File: src/rtl/image_binarize_packer_if.sv
// Frame-buffer read port and packed-byte output stream of image_binarize_packer.
// The packer drives through the master modport; the frame buffer and host link use the slave one.
interface image_binarize_packer_if #(
    parameter int ADDR_WIDTH = 13,
    parameter int BIT_DEPTH  = 12
);
    logic                  readEnable;
    logic [ADDR_WIDTH-1:0] readAddr;
    logic [BIT_DEPTH-1:0]  readData;
    logic                  outValid;
    logic [7:0]            outData;
    logic                  outLast;
    logic                  outReady;

    modport master (
        output readEnable, readAddr, outValid, outData, outLast,
        input  readData, outReady
    );

    modport slave (
        input  readEnable, readAddr, outValid, outData, outLast,
        output readData, outReady
    );
endinterface

File: src/rtl/image_binarize_packer.sv
// Reads a captured frame, thresholds each pixel to one bit and streams the bits
// out packed eight per byte, lowest address in bit 0.
module image_binarize_packer #(
    parameter int NUM_PIXELS = 4800,
    parameter int ADDR_WIDTH = $clog2(NUM_PIXELS),
    parameter int BIT_DEPTH  = 12
) (
    input  logic                    clock,
    input  logic                    reset,
    input  logic                    start,
    input  logic                    abort,
    input  logic [BIT_DEPTH-1:0]    threshold,
    output logic                    busy,
    output logic                    done,
    image_binarize_packer_if.master bus
);
    localparam logic [ADDR_WIDTH-1:0] LAST_ADDR = ADDR_WIDTH'(NUM_PIXELS - 1);

    typedef enum logic [1:0] {IDLE, READ, CAPTURE, EMIT} state_t;

    state_t                state;
    logic [ADDR_WIDTH-1:0] addr;
    logic [2:0]            bitCnt;
    logic [7:0]            packReg;
    logic [BIT_DEPTH-1:0]  thrReg;
    logic [7:0]            packNext;
    logic                  pixelBit;
    logic                  atLast;

    // Byte as it will look once the pixel returned this cycle is folded in.
    always_comb begin
        pixelBit         = (bus.readData >= thrReg);
        packNext         = packReg;
        packNext[bitCnt] = pixelBit;
    end

    assign atLast = (addr == LAST_ADDR);

    always_ff @(posedge clock) begin
        if (reset) begin
            state          <= IDLE;
            busy           <= 1'b0;
            done           <= 1'b0;
            bus.readEnable <= 1'b0;
            bus.readAddr   <= '0;
            bus.outValid   <= 1'b0;
            bus.outData    <= '0;
            bus.outLast    <= 1'b0;
            addr           <= '0;
            bitCnt         <= '0;
            packReg        <= '0;
            thrReg         <= '0;
        end else begin
            done           <= 1'b0;
            bus.readEnable <= 1'b0;
            if (state != IDLE && abort) begin
                state        <= IDLE;
                busy         <= 1'b0;
                bus.outValid <= 1'b0;
                bus.outLast  <= 1'b0;
            end else begin
                case (state)
                    IDLE: begin
                        if (start && !abort) begin
                            thrReg         <= threshold;
                            addr           <= '0;
                            bitCnt         <= '0;
                            packReg        <= '0;
                            bus.readEnable <= 1'b1;
                            bus.readAddr   <= '0;
                            busy           <= 1'b1;
                            state          <= READ;
                        end
                    end
                    READ: begin
                        state <= CAPTURE;
                    end
                    CAPTURE: begin
                        packReg <= packNext;
                        if (bitCnt == 3'd7 || atLast) begin
                            bus.outValid <= 1'b1;
                            bus.outData  <= packNext;
                            bus.outLast  <= atLast;
                            state        <= EMIT;
                        end else begin
                            addr           <= addr + 1'b1;
                            bitCnt         <= bitCnt + 3'd1;
                            bus.readEnable <= 1'b1;
                            bus.readAddr   <= addr + 1'b1;
                            state          <= READ;
                        end
                    end
                    EMIT: begin
                        // Output stays frozen until the host link takes the byte.
                        if (bus.outReady) begin
                            bus.outValid <= 1'b0;
                            bus.outLast  <= 1'b0;
                            if (bus.outLast) begin
                                done  <= 1'b1;
                                busy  <= 1'b0;
                                state <= IDLE;
                            end else begin
                                addr           <= addr + 1'b1;
                                bitCnt         <= '0;
                                packReg        <= '0;
                                bus.readEnable <= 1'b1;
                                bus.readAddr   <= addr + 1'b1;
                                state          <= READ;
                            end
                        end
                    end
                    default: begin
                        state <= IDLE;
                    end
                endcase
            end
        end
    end
endmodule
File: src/flat_wrapper.sv
// flat-port wrapper written by rule: the top's interface ports become plain ports
module image_binarize_packer_flat 
#(
    parameter int NUM_PIXELS = 4800,
    parameter int ADDR_WIDTH = $clog2(NUM_PIXELS),
    parameter int BIT_DEPTH  = 12
)
  (clock, reset, start, abort, threshold, busy, done, bus_readEnable, bus_readAddr, bus_outValid, bus_outData, bus_outLast, bus_readData, bus_outReady);
  image_binarize_packer_if #(.ADDR_WIDTH(ADDR_WIDTH), .BIT_DEPTH(BIT_DEPTH)) bus_i ();
  input  logic clock;
  input  logic reset;
  input  logic start;
  input  logic abort;
  input  logic [BIT_DEPTH-1:0] threshold;
  output logic busy;
  output logic done;
  output wire logic [$bits(bus_i.readEnable)-1:0] bus_readEnable;
  output wire logic [$bits(bus_i.readAddr)-1:0] bus_readAddr;
  output wire logic [$bits(bus_i.outValid)-1:0] bus_outValid;
  output wire logic [$bits(bus_i.outData)-1:0] bus_outData;
  output wire logic [$bits(bus_i.outLast)-1:0] bus_outLast;
  input wire logic [$bits(bus_i.readData)-1:0] bus_readData;
  input wire logic [$bits(bus_i.outReady)-1:0] bus_outReady;
  assign bus_readEnable = bus_i.readEnable;
  assign bus_readAddr = bus_i.readAddr;
  assign bus_outValid = bus_i.outValid;
  assign bus_outData = bus_i.outData;
  assign bus_outLast = bus_i.outLast;
  assign bus_i.readData = bus_readData;
  assign bus_i.outReady = bus_outReady;
  image_binarize_packer #(.NUM_PIXELS(NUM_PIXELS), .ADDR_WIDTH(ADDR_WIDTH), .BIT_DEPTH(BIT_DEPTH)) u_core (.clock(clock), .reset(reset), .start(start), .abort(abort), .threshold(threshold), .busy(busy), .done(done), .bus(bus_i));
endmodule
File: config.mk
export PLATFORM = sky130hd
export DESIGN_NAME = image_binarize_packer_flat
export DESIGN_NICKNAME = d
export VERILOG_FILES = /design/src/rtl/image_binarize_packer_if.sv /design/src/rtl/image_binarize_packer.sv /design/src/flat_wrapper.sv
export SDC_FILE = /design/constraint.sdc
export NUM_CORES = 1
export LEC_CHECK = 0
export BUFFER_PORTS_ARGS = -buffer_cell sky130_fd_sc_hd__clkbuf_2
export CORE_MARGIN = 2
export CORE_UTILIZATION = 37
export CTS_CLUSTER_DIAMETER = 100
export DETAILED_ROUTE_END_ITERATION = 10
export PLACE_DENSITY_LB_ADDON = 0.3
export SLEW_MARGIN = 10
export SYNTH_ARGS = -nofsm -noshare
export SYNTH_HDL_FRONTEND = slang
export SYNTH_SLANG_ARGS = --single-unit
File: constraint.sdc
create_clock -name clock -period 4.9 [get_ports clock]
set_input_delay 0.49 -clock clock [delete_from_list [all_inputs] [get_ports clock]]
set_output_delay 0.49 -clock clock [all_outputs]
set_load 0.01 [all_outputs]
==> results of run 1 <==
cells by family after synthesis:
logic type      after synthesis  synth area share (%)
compound gates               86                  22.8
fa+ha+maj                    15                  6.55
simple gates                151                  28.6
flops                        51                  35.6
buf+inv                      42                  6.38
routing by layer:
layer  GRT usage [%]  vias up
met3            3.53        7
met4            4.35        0
met5               0        -
met1            19.9     1204
li1                -     1333
met2            26.9       44
sequential cells by signal, indices dropped and copies added (netlist names):
register               count
u_core.addr               13
u_core.bitCnt              3
u_core.bus.outData         8
u_core.bus.outLast         1
u_core.bus.outValid        1
u_core.bus.readEnable      1
u_core.busy                1
u_core.done                1
u_core.packReg             8
u_core.state               2
u_core.thrReg             12
per-stage QoR:
step / area, µm² / instances / hold WS (ps) / setup slack [ps]
CTS: 3280 / 492 / 396 / 2170
detailed placement: 3200 / 485 / 447 / 2180
finish: 3280 / 492 / 400 / 2130
global placement: 3200 / 485 / 445 / 2240
global route: 3280 / 492 / 392 / 1990
floorplan: 2860 / 345 / 436 / 2660
placed cells by master, fill, tap and decap left out, drive strengths merged, types with 8 or more instances in the layout:
cell | netlist | layout
a211oi | 8 | 8
a21oi | 24 | 24
clkbuf | 16 | 60
dfxtp | 51 | 51
ha | 15 | 15
inv | 21 | 21
nand2 | 49 | 49
nand3 | 15 | 15
nand3b | 18 | 18
nor2 | 24 | 24
o21ai | 12 | 12
o31ai | 8 | 8
o32ai | 8 | 8
final cells by class:
cell class | instances | area [µm²]
Clock buffer | 6 | 82.6
Inverter | 21 | 78.8
Multi-Input combinational cell | 252 | 1660
Fill cell | 776 | 4320
Tap cell | 102 | 128
Clock inverter | 1 | 5.00
Timing Repair Buffer | 59 | 308
Sequential cell | 51 | 1020
how the worst max path moves through the flow:
stage,startpoint,cells past startpoint,slack [ps],endpoint
after floorplan,u_core.addr[6]$_SDFFE_PP0P_,6,2660,u_core.bus.outData[1]$_SDFFE_PP0P_
after global placement,u_core.addr[6]$_SDFFE_PP0P_,6,2240,u_core.addr[8]$_SDFFE_PP0P_
after detailed placement,u_core.addr[6]$_SDFFE_PP0P_,6,2180,u_core.addr[8]$_SDFFE_PP0P_
after CTS,u_core.addr[6]$_SDFFE_PP0P_,6,2170,u_core.addr[12]$_SDFFE_PP0P_
after global routing,u_core.state[1]$_SDFFE_PP0P_,7,1990,u_core.addr[12]$_SDFFE_PP0P_
final,u_core.addr[6]$_SDFFE_PP0P_,6,2130,u_core.addr[12]$_SDFFE_PP0P_
critical path: cells and delay by family (launching register included):
kind,cells,cell delay [ps]
buffers and inverters,1,310
AOI/OAI and AO/OA,3,1220
and+or+nand+nor,2,730
DFF,1,380
power groups by stage:
stage / sequential (mW) / combinational, mW / clock (mW)
2_1_floorplan: 0.435 / 0.0604 / 0
5_1_grt: 0.428 / 0.0984 / 0.274
3_5_place_dp: 0.436 / 0.0872 / 0
4_1_cts: 0.426 / 0.0874 / 0.256
3_3_place_gp: 0.436 / 0.0858 / 0
6_report: 0.426 / 0.0863 / 0.247
==> metrics, run 1 <==
via/cell ratio=between 5 and 6; Worst Path Max Fanout=12; main area contributors after synthesis=dfxtp_1 (36%), ha_1 (6.6%), nand2_1 (6.3%), nand3b_1 (4.7%), o32ai_2 (4.5%); fin util=43.2%; Reg2Reg Launch Point=u_core.addr[6]$_SDFFE_PP0P_; Post-synth EDFFs=0; # diodes=0; Post-DRT Antenna Nets=0; post-synth top area share=around 36%; top layer in use=met4; total clock buffers created by CTS=5; Pint=around 570 µW; power per cell area=around 230 nW/µm²; critical path class=reg -> reg; core area=between 7000 and 8000 µm²; Initial DRT Pass Iterations=4; Final period util=a little under three fifths; hold path cells=3; Distinct cells, synth=47; GRT Resource Usage Total=~16%; Synth area leader=dfxtp_1; Post-CTS Resized=0; sequential fraction of the synthesis area=between 30% and 40%; Final setup viols=0; number of remaining DRC errors=0; Worst-Margin Slew=827 ps; wire per inst=between 10 and 15 µm; Psw=around 190 µW; initial antenna violation count=0; first-pass GRT wire length=between 10000 and 15000 µm; met3 wire length=255 µm; HP Class=in -> reg; Final Hold Vio Count=0; vias=2588; met2 WL=a little under 3000 µm; Seq pwr share=between 50% and 60%; Synth Cell Area=approximately 2900 µm²; R2R setup slack=around 2100 ps; # rows=32; wl on met1=around 3200 µm; Post-synth top flop=dfxtp_1; Port Buf Inserts=54; initial core utilization=37.6%; critical path data required time=around 5100 ps; H-tree depth=2; Yosys warnings=0; FF-to-FF path depth=6; Die X=between 90 and 100 µm; syn avg cell area=8.30 µm²; RSZ-0062 raised after global routing=no; Root Buffer=clkbuf_8; Worst path slowest cell=o21ai_1; layout cells sized above 1=about 23%; critical path cell sequence=or4b_4 -> o41a_2 -> o21ai_1 -> buf_4 -> or4b_2 -> a31oi_1; end of the worst hold path=u_core.thrReg[1]$_SDFFE_PP0P_; Worst EP arrival=roughly 2900 ps; GP Congestion=0.821; R2R Path End=u_core.addr[12]$_SDFFE_PP0P_; Reg clk slew, reported paths=90 ps; Hold-fix buffers, CTS=0; f_max=roughly 360 MHz; Max clock buf depth=2; Power Total=approximately 760 µW; Net Count, Synth=between 300 and 400; #FFs+latches synth=a little over 50; Synth Instances=roughly 350; Worst Setup End Kind=register; status=completed; largest net degree at the start of global routing=59; Synth top cells by count=dfxtp_1 (51), nand2_1 (48), a21oi_1 (24), nor2_1 (24), inv_1 (21); switching part of the total=between 20% and 30%; Post CTS Setup Buffer Count=0; Max Slew Vio Count=0; IR drop worst, VDD=between 80 and 90 µV; nets=434; post-layout min period=~2800 ps; Clock Skew=between 7 and 8 ps; I/O pin cnt=55; DP HPWL=4450 µm; Die Height=between 90 and 100 µm; static leakage=around 1.2 nW; Clock power frac=32.5%; Syn-to-layout area delta=14.6%; TritonCTS clock tree=yes; most frequent cell after synthesis=dfxtp_1; gr ovfl total=0; Synth async-reset ratio=0%; 1st-iter DRT viols=90; Logic pwr share=11.4%; maxcap violations=0; hold path startpoint=threshold[1]; CTS Sinks=between 50 and 60; Total Wirelength=6440 µm; Rel. slew slack=between 40% and 50%; Fin Setup TNS=0 ps; Die ar.=8460 µm²; slowest stage delay, CP=approximately 660 ps; clk_lat worst skew=approximately 310 ps; CP startpoint kind=register; vias in the first global route=~2400
No activity file was read; power rests on OpenSTA's default activity.
==> run 2, diff against run 1 <==
--- a/config.mk
+++ b/config.mk
@@ -5,6 +5,7 @@
 export SDC_FILE = /design/constraint.sdc
 export NUM_CORES = 1
 export LEC_CHECK = 0
+export ABC_AREA = 1
 export BUFFER_PORTS_ARGS = -buffer_cell sky130_fd_sc_hd__clkbuf_2
 export CORE_MARGIN = 2
 export CORE_UTILIZATION = 37
==> constraint.sdc (replaced) <==
create_clock -name clock -period 2.57 [get_ports clock]
set_input_delay 0.257 -clock clock [delete_from_list [all_inputs] [get_ports clock]]
set_output_delay 0.257 -clock clock [all_outputs]
set_load 0.01 [all_outputs]
==> metrics, run 2 <==
Initial DRT Pass Iterations=4; Clock Skew=around 7.8 ps; first-pass GRT wire length=approximately 11000 µm; CP startpoint kind=register; commonest non-fill, non-tap cell in the layout=nand2_1; Worst Setup End Kind=register; Psw=about 440 µW; status=completed; number of buffers and inverters on the critical path=1; Logic pwr share=between 10 and 15%; final hold slack=~170 ps; maxcap violations=0; Root Buffer=clkbuf_8; power per cell area=498 nW/µm²; Net Count, Synth=around 440; clk_lat worst skew=310 ps; via/cell ratio=about 4.9; Synth Cell Area=2800 µm²; compound-cell area share of the yosys netlist=14.3%; leading cell types in the layout, fill and taps excluded=nand2_1 (81), clkbuf_2 (54), dfxtp_1 (51); Final setup viols=0; most frequent cell after synthesis=nand2_1; HP Class=in -> reg; initial antenna violation count=0; GRT Resource Usage Total=about 16%; footprint of the multi-input gates=around 1500 µm²; Seq pwr share=about half; largest registers=u_core.addr: 13 flops, u_core.thrReg: 12 flops; vias=about 2700; Max clock buf depth=2; CTS Sinks=just over 50; initial core utilization=between 30 and 40%; layout cells sized above 1=a little under a quarter; Die ar.=8280 µm²; vias in the first global route=~2600; Register Area=approximately 1000 µm²; CP delay by family, top=simple AND/OR/NAND/NOR gates; Pint=between 1 and 1.5 mW; most used cell, CP=nor2_1; Total Wirelength=around 6500 µm; I/O pin cnt=55; #FFs+latches synth=between 50 and 60; nets=about 500; RSZ-0062 raised after global routing=no; syn avg cell area=a little over 7 µm²; slowest stage delay, CP=between 400 and 500 ps; critical path cell sequence=inv_1 -> ha_1 -> nand2_1 -> nor2_1 -> nand2_1 -> nor2_1 -> nor2_1 -> nand3_1 -> nand3_1 -> a21oi_1; Distinct cells, synth=27; Synth async-reset ratio=0%; fin worst setup slack=737 ps; Final Hold Vio Count=0; Reg2Reg Launch Point=u_core.thrReg[11]$_SDFFE_PP0P_; Worst Path Max Fanout=8; Worst path slowest cell=nor2_1; Rel. slew slack=about 56%; Most flops, register=u_core.addr; Post CTS Setup Buffer Count=0; Cell Area, Placed=between 3000 and 4000 µm²; Syn-to-layout area delta=16.3%; wire per inst=11.9 µm; # rows=31; H-tree depth=2; Synth area leader=dfxtp_1; Clock power frac=a little over a third; Simple-Gate Fraction of Synth Area=about a third; Hold-fix buffers, CTS=0; Reg clk slew, reported paths=~100 ps; main area contributors after synthesis=dfxtp_1 (36%), nand2_1 (11%), nand3_1 (8.2%), a21oi_1 (7.3%), ha_1 (6.7%); Final period util=between 70% and 80%; post-layout min period=between 1500 and 2000 ps; Post-CTS Resized=0; static leakage=~1.3 nW; Worst EP arrival=roughly 2000 ps; Synth top cells by count=nand2_1 (81), dfxtp_1 (51), nand3_1 (46), a21oi_1 (41), inv_1 (39); DP HPWL=approximately 4800 µm; Final Cell Area=3260 µm²; core area=7290 µm²; Die X=a little over 90 µm; 1st-iter DRT viols=roughly 120; Post-synth top flop=dfxtp_1; hold path startpoint=threshold[0]; sequential fraction of the synthesis area=between 30 and 40%; IR drop worst, VDD=around 200 µV; crit path from=u_core.thrReg[11]$_SDFFE_PP0P_; Max Slew Vio Count=0; TritonCTS clock tree=yes; Post-DRT Antenna Nets=0; Largest register FFs=13; critical path class=reg -> reg; DP Worst Slack=between 700 and 800 ps; largest family of logic cells by synthesized area=simple AND/OR/NAND/NOR gates; f_max=546 MHz; post-synth top area share=approximately 36%; critical path data required time=2760 ps; Worst-Margin Slew=~650 ps; largest net degree at the start of global routing=31; Die Height=91.0 µm; Post-Synth XOR/XNOR Area=0.938%; Yosys warnings=0; gr ovfl total=0; switching part of the total=27.2%; Fin Setup TNS=0 ps; number of remaining DRC errors=0; GP Congestion=0.932; fill count=803; post-synthesis mux area share=0%; Synth Instances=just under 400; # diodes=0; total clock buffers created by CTS=5; Port Buf Inserts=54; Post-synth EDFFs=0; Synth Area in Adders=6.70%
## run 2: kinds of logic (layout without fill, tap and decap cells)
logic type      Yosys count  in the layout
simple gates            199            199
compound gates           71             71
buf+inv                  54            107
flops                    51             51
fa+ha+maj                15             15
xor+xnor                  3              3
## run 2: per-layer routing
metal | track usage, % | routed length [µm] | up-vias
met5 | 0 | 0 | -
met4 | 4.92 | 85 | 0
met3 | 3.24 | 334 | 9
met2 | 27.7 | 2960 | 64
met1 | 20.8 | 3110 | 1201
li1 | - | - | 1403
## run 2: worst paths after layout
kind	to	slack, ps	cells past startpoint
worst min-delay path	u_core.thrReg[0]$_SDFFE_PP0P_	170	3
worst max register to register	u_core.bus.outData[7]$_SDFFE_PP0P_	740	10
worst max-delay path	u_core.bus.outData[7]$_SDFFE_PP0P_	740	10
worst min register to register	u_core.thrReg[5]$_SDFFE_PP0P_	460	2
## run 2: through the flow
step | power (mW) | instances | utilization, %
global placement | 1.07 | 537 | 43.1
global route | 1.71 | 545 | 44.7
CTS | 1.65 | 545 | 44.7
finish | 1.62 | 545 | 44.7
floorplan | 1.01 | 393 | -
detailed placement | 1.08 | 537 | 43.1
## run 2: area by class of cell
type	count	area share [%]
multi-input combinational	288	47.5
sequential	51	31.3
timing repair buffer	57	8.99
inverter	42	4.92
tap	99	3.80
clock buffer	5	2.11
clock inverter	3	1.34
## run 2: power groups by stage
stage               clock (mW)  sequential, mW  combinational, mW
floorplan                    0           0.843              0.169
global placement             0           0.844              0.230
detailed placement           0           0.844              0.236
CTS                      0.581           0.826              0.238
global route             0.610           0.829              0.268
finish                   0.563           0.826              0.233
## run 2: worst register-to-register path, stage by stage, from the launching register on
cell     delay (ps)
dfxtp_1         320
inv_1            50
ha_1            290
nand2_1          90
nor2_1           60
nand2_1          80
nor2_1           50
nor2_1          440
nand3_1         190
nand3_1         120
a21oi_1          60
==> run 3, diff against run 2 <==
--- a/config.mk
+++ b/config.mk
@@ -5,7 +5,7 @@
 export SDC_FILE = /design/constraint.sdc
 export NUM_CORES = 1
 export LEC_CHECK = 0
-export ABC_AREA = 1
+export ABC_AREA = 0
 export BUFFER_PORTS_ARGS = -buffer_cell sky130_fd_sc_hd__clkbuf_2
 export CORE_MARGIN = 2
 export CORE_UTILIZATION = 37
==> constraint.sdc (replaced) <==
create_clock -name clock -period 1.6 [get_ports clock]
set_input_delay 0.16 -clock clock [delete_from_list [all_inputs] [get_ports clock]]
set_output_delay 0.16 -clock clock [all_outputs]
set_load 0.01 [all_outputs]
==> metrics, run 3 (synthesis results as in run 1) <==
Die X=between 90 and 100 µm; Reg clk slew, reported paths=100 ps; H-tree depth=2; post-layout min period=just over 2000 ps; Worst Setup End Kind=register; Post-DRT Antenna Nets=0; layout cells sized above 1=44.8%; Total Wirelength=7730 µm; Final setup viols=28; fin worst setup slack=-466 ps; power per cell area=626 nW/µm²; RSZ-0062 raised after global routing=yes; GRT Resource Usage Total=a little under a fifth; core area=7610 µm²; gr ovfl total=0; leading cell types in the layout, fill and taps excluded=clkbuf_2 (54), buf_4 (52), nand2_1 (40), dfxtp_1 (40), nor2_1 (24); total clock buffers created by CTS=5; largest net degree at the start of global routing=22; Final period util=129%; Die ar.=~8500 µm²; critical path data required time=approximately 1800 ps; Power Total=roughly 2.5 mW; Logic pwr share=between 15 and 20%; nets=489; Largest register FFs=13; initial antenna violation count=0; GP Congestion=between 0.8 and 0.9; Clock power frac=32.3%; Hold-fix buffers, CTS=0; Seq pwr share=approximately half; Root Buffer=clkbuf_8; vias=between 2000 and 3000; Cell Area, Placed=3630 µm²; maxcap violations=0; via/cell ratio=approximately 5.3; commonest non-fill, non-tap cell in the layout=clkbuf_2; clk_lat worst skew=~300 ps; Max clock buf depth=2; Syn-to-layout area delta=39.7%; Die Height=slightly above 90 µm; CP startpoint kind=register; f_max=around 480 MHz; Clock Skew=about 5.6 ps; TritonCTS clock tree=yes; Rel. slew slack=between 60 and 70%; IR drop worst, VDD=between 300 and 400 µV; Initial DRT Pass Iterations=4; # rows=32; number of remaining DRC errors=0; CTS Sinks=between 50 and 60; switching part of the total=between 20% and 30%; critical path class=reg -> reg; # diodes=0; Worst EP arrival=2280 ps; Most flops, register=u_core.addr; first-pass GRT wire length=between 10000 and 15000 µm; Pint=about 1.8 mW; Psw=roughly 680 µW; static leakage=1.57 nW; Worst-Margin Slew=568 ps; Final Hold Vio Count=0; wire per inst=14.1 µm; initial core utilization=37.6%; vias in the first global route=roughly 2700; Worst Path Max Fanout=8; status=finished with violations; largest registers=u_core.addr: 13 flops, u_core.thrReg: 12 flops; HP Class=in -> reg; Port Buf Inserts=54; Max Slew Vio Count=0; 1st-iter DRT viols=~110; Final Cell Area=between 4000 and 5000 µm²; I/O pin cnt=55; DP HPWL=between 5000 and 6000 µm; failing checks=negative setup slack
==> run 3: cell count changes in the layout (fill, tap and decap cells not counted), moves of 8 or more <==
cell / previous run / this run
a211oi_1: 0 / 8
a21oi_1: 41 / 18
buf_4: 3 / 52
dfxtp_1: 51 / 40
dfxtp_2: 0 / 10
inv_1: 39 / 15
nand2_1: 81 / 40
nand3_1: 46 / 14
nand3b_1: 1 / 18
o21ai_0: 17 / 9
==> run 3: what timing repair did <==
action / CTS / global route
buffers inserted: 6 / 0
hold endpoints to repair: 0 / 0
cloned: 1 / 0
setup endpoints to repair: 35 / 36
pin swaps: 35 / 10
gates resized for setup: 50 / 16
==> run 3: layout make-up <==
type	count	area [µm²]
tap	102	128
inverter	21	78.8
clock inverter	2	16.3
fill	741	3610
sequential	51	1040
multi-input combinational	252	1900
clock buffer	6	82.6
timing repair buffer	114	759
==> run 3: worst paths after layout <==
kind	endpoint	start	depth (start not counted)	slack [ps]
worst max register to register	u_core.bus.outData[0]$_SDFFE_PP0P_	u_core.addr[11]$_SDFFE_PP0P_	5	-470
worst min-delay path	u_core.thrReg[9]$_SDFFE_PP0P_	threshold[9]	3	60
worst max-delay path	u_core.bus.outData[0]$_SDFFE_PP0P_	u_core.addr[11]$_SDFFE_PP0P_	5	-470
worst min register to register	u_core.thrReg[5]$_SDFFE_PP0P_	u_core.thrReg[5]$_SDFFE_PP0P_	2	460
==> run 3: critical path, cell delays in order, from the launching register on <==
cell	delay [ps]
dfxtp_4	350
or4b_4	570
o41ai_4	260
nand2_2	80
or3_4	470
o32ai_2	240
==> run 3: through the flow <==
stage,util [%],TNS (ps),hold WS (ps),cells,setup WS (ps)
after global routing,52.6,-11980,62.3,548,-520
after global placement,47.8,-12080,389,537,-463
after floorplan,-,-12650,296,345,-480
after CTS,52.6,-11030,58.1,552,-498
final,52.6,-9730,63.6,548,-466
after detailed placement,47.8,-12970,393,537,-513
==> run 3: power by group through the flow <==
| stage | registers (mW) | logic (mW) | clock network [mW] |
|---|---|---|---|
| after floorplan | 1.33 | 0.193 | 0 |
| after global placement | 1.33 | 0.326 | 0 |
| after detailed placement | 1.33 | 0.333 | 0 |
| after CTS | 1.30 | 0.404 | 0.831 |
| after global routing | 1.31 | 0.438 | 0.887 |
| final | 1.30 | 0.395 | 0.810 |
==> run 3: routing by layer <==
layer	share of wire [%]	wire (µm)	vias to the layer above	GRT usage, %
li1	-	-	1446	-
met1	46	3550	1373	24.7
met2	50	3840	67	31.7
met3	3.8	294	4	2.71
met4	0.54	42	0	3.48
met5	0	0	-	0
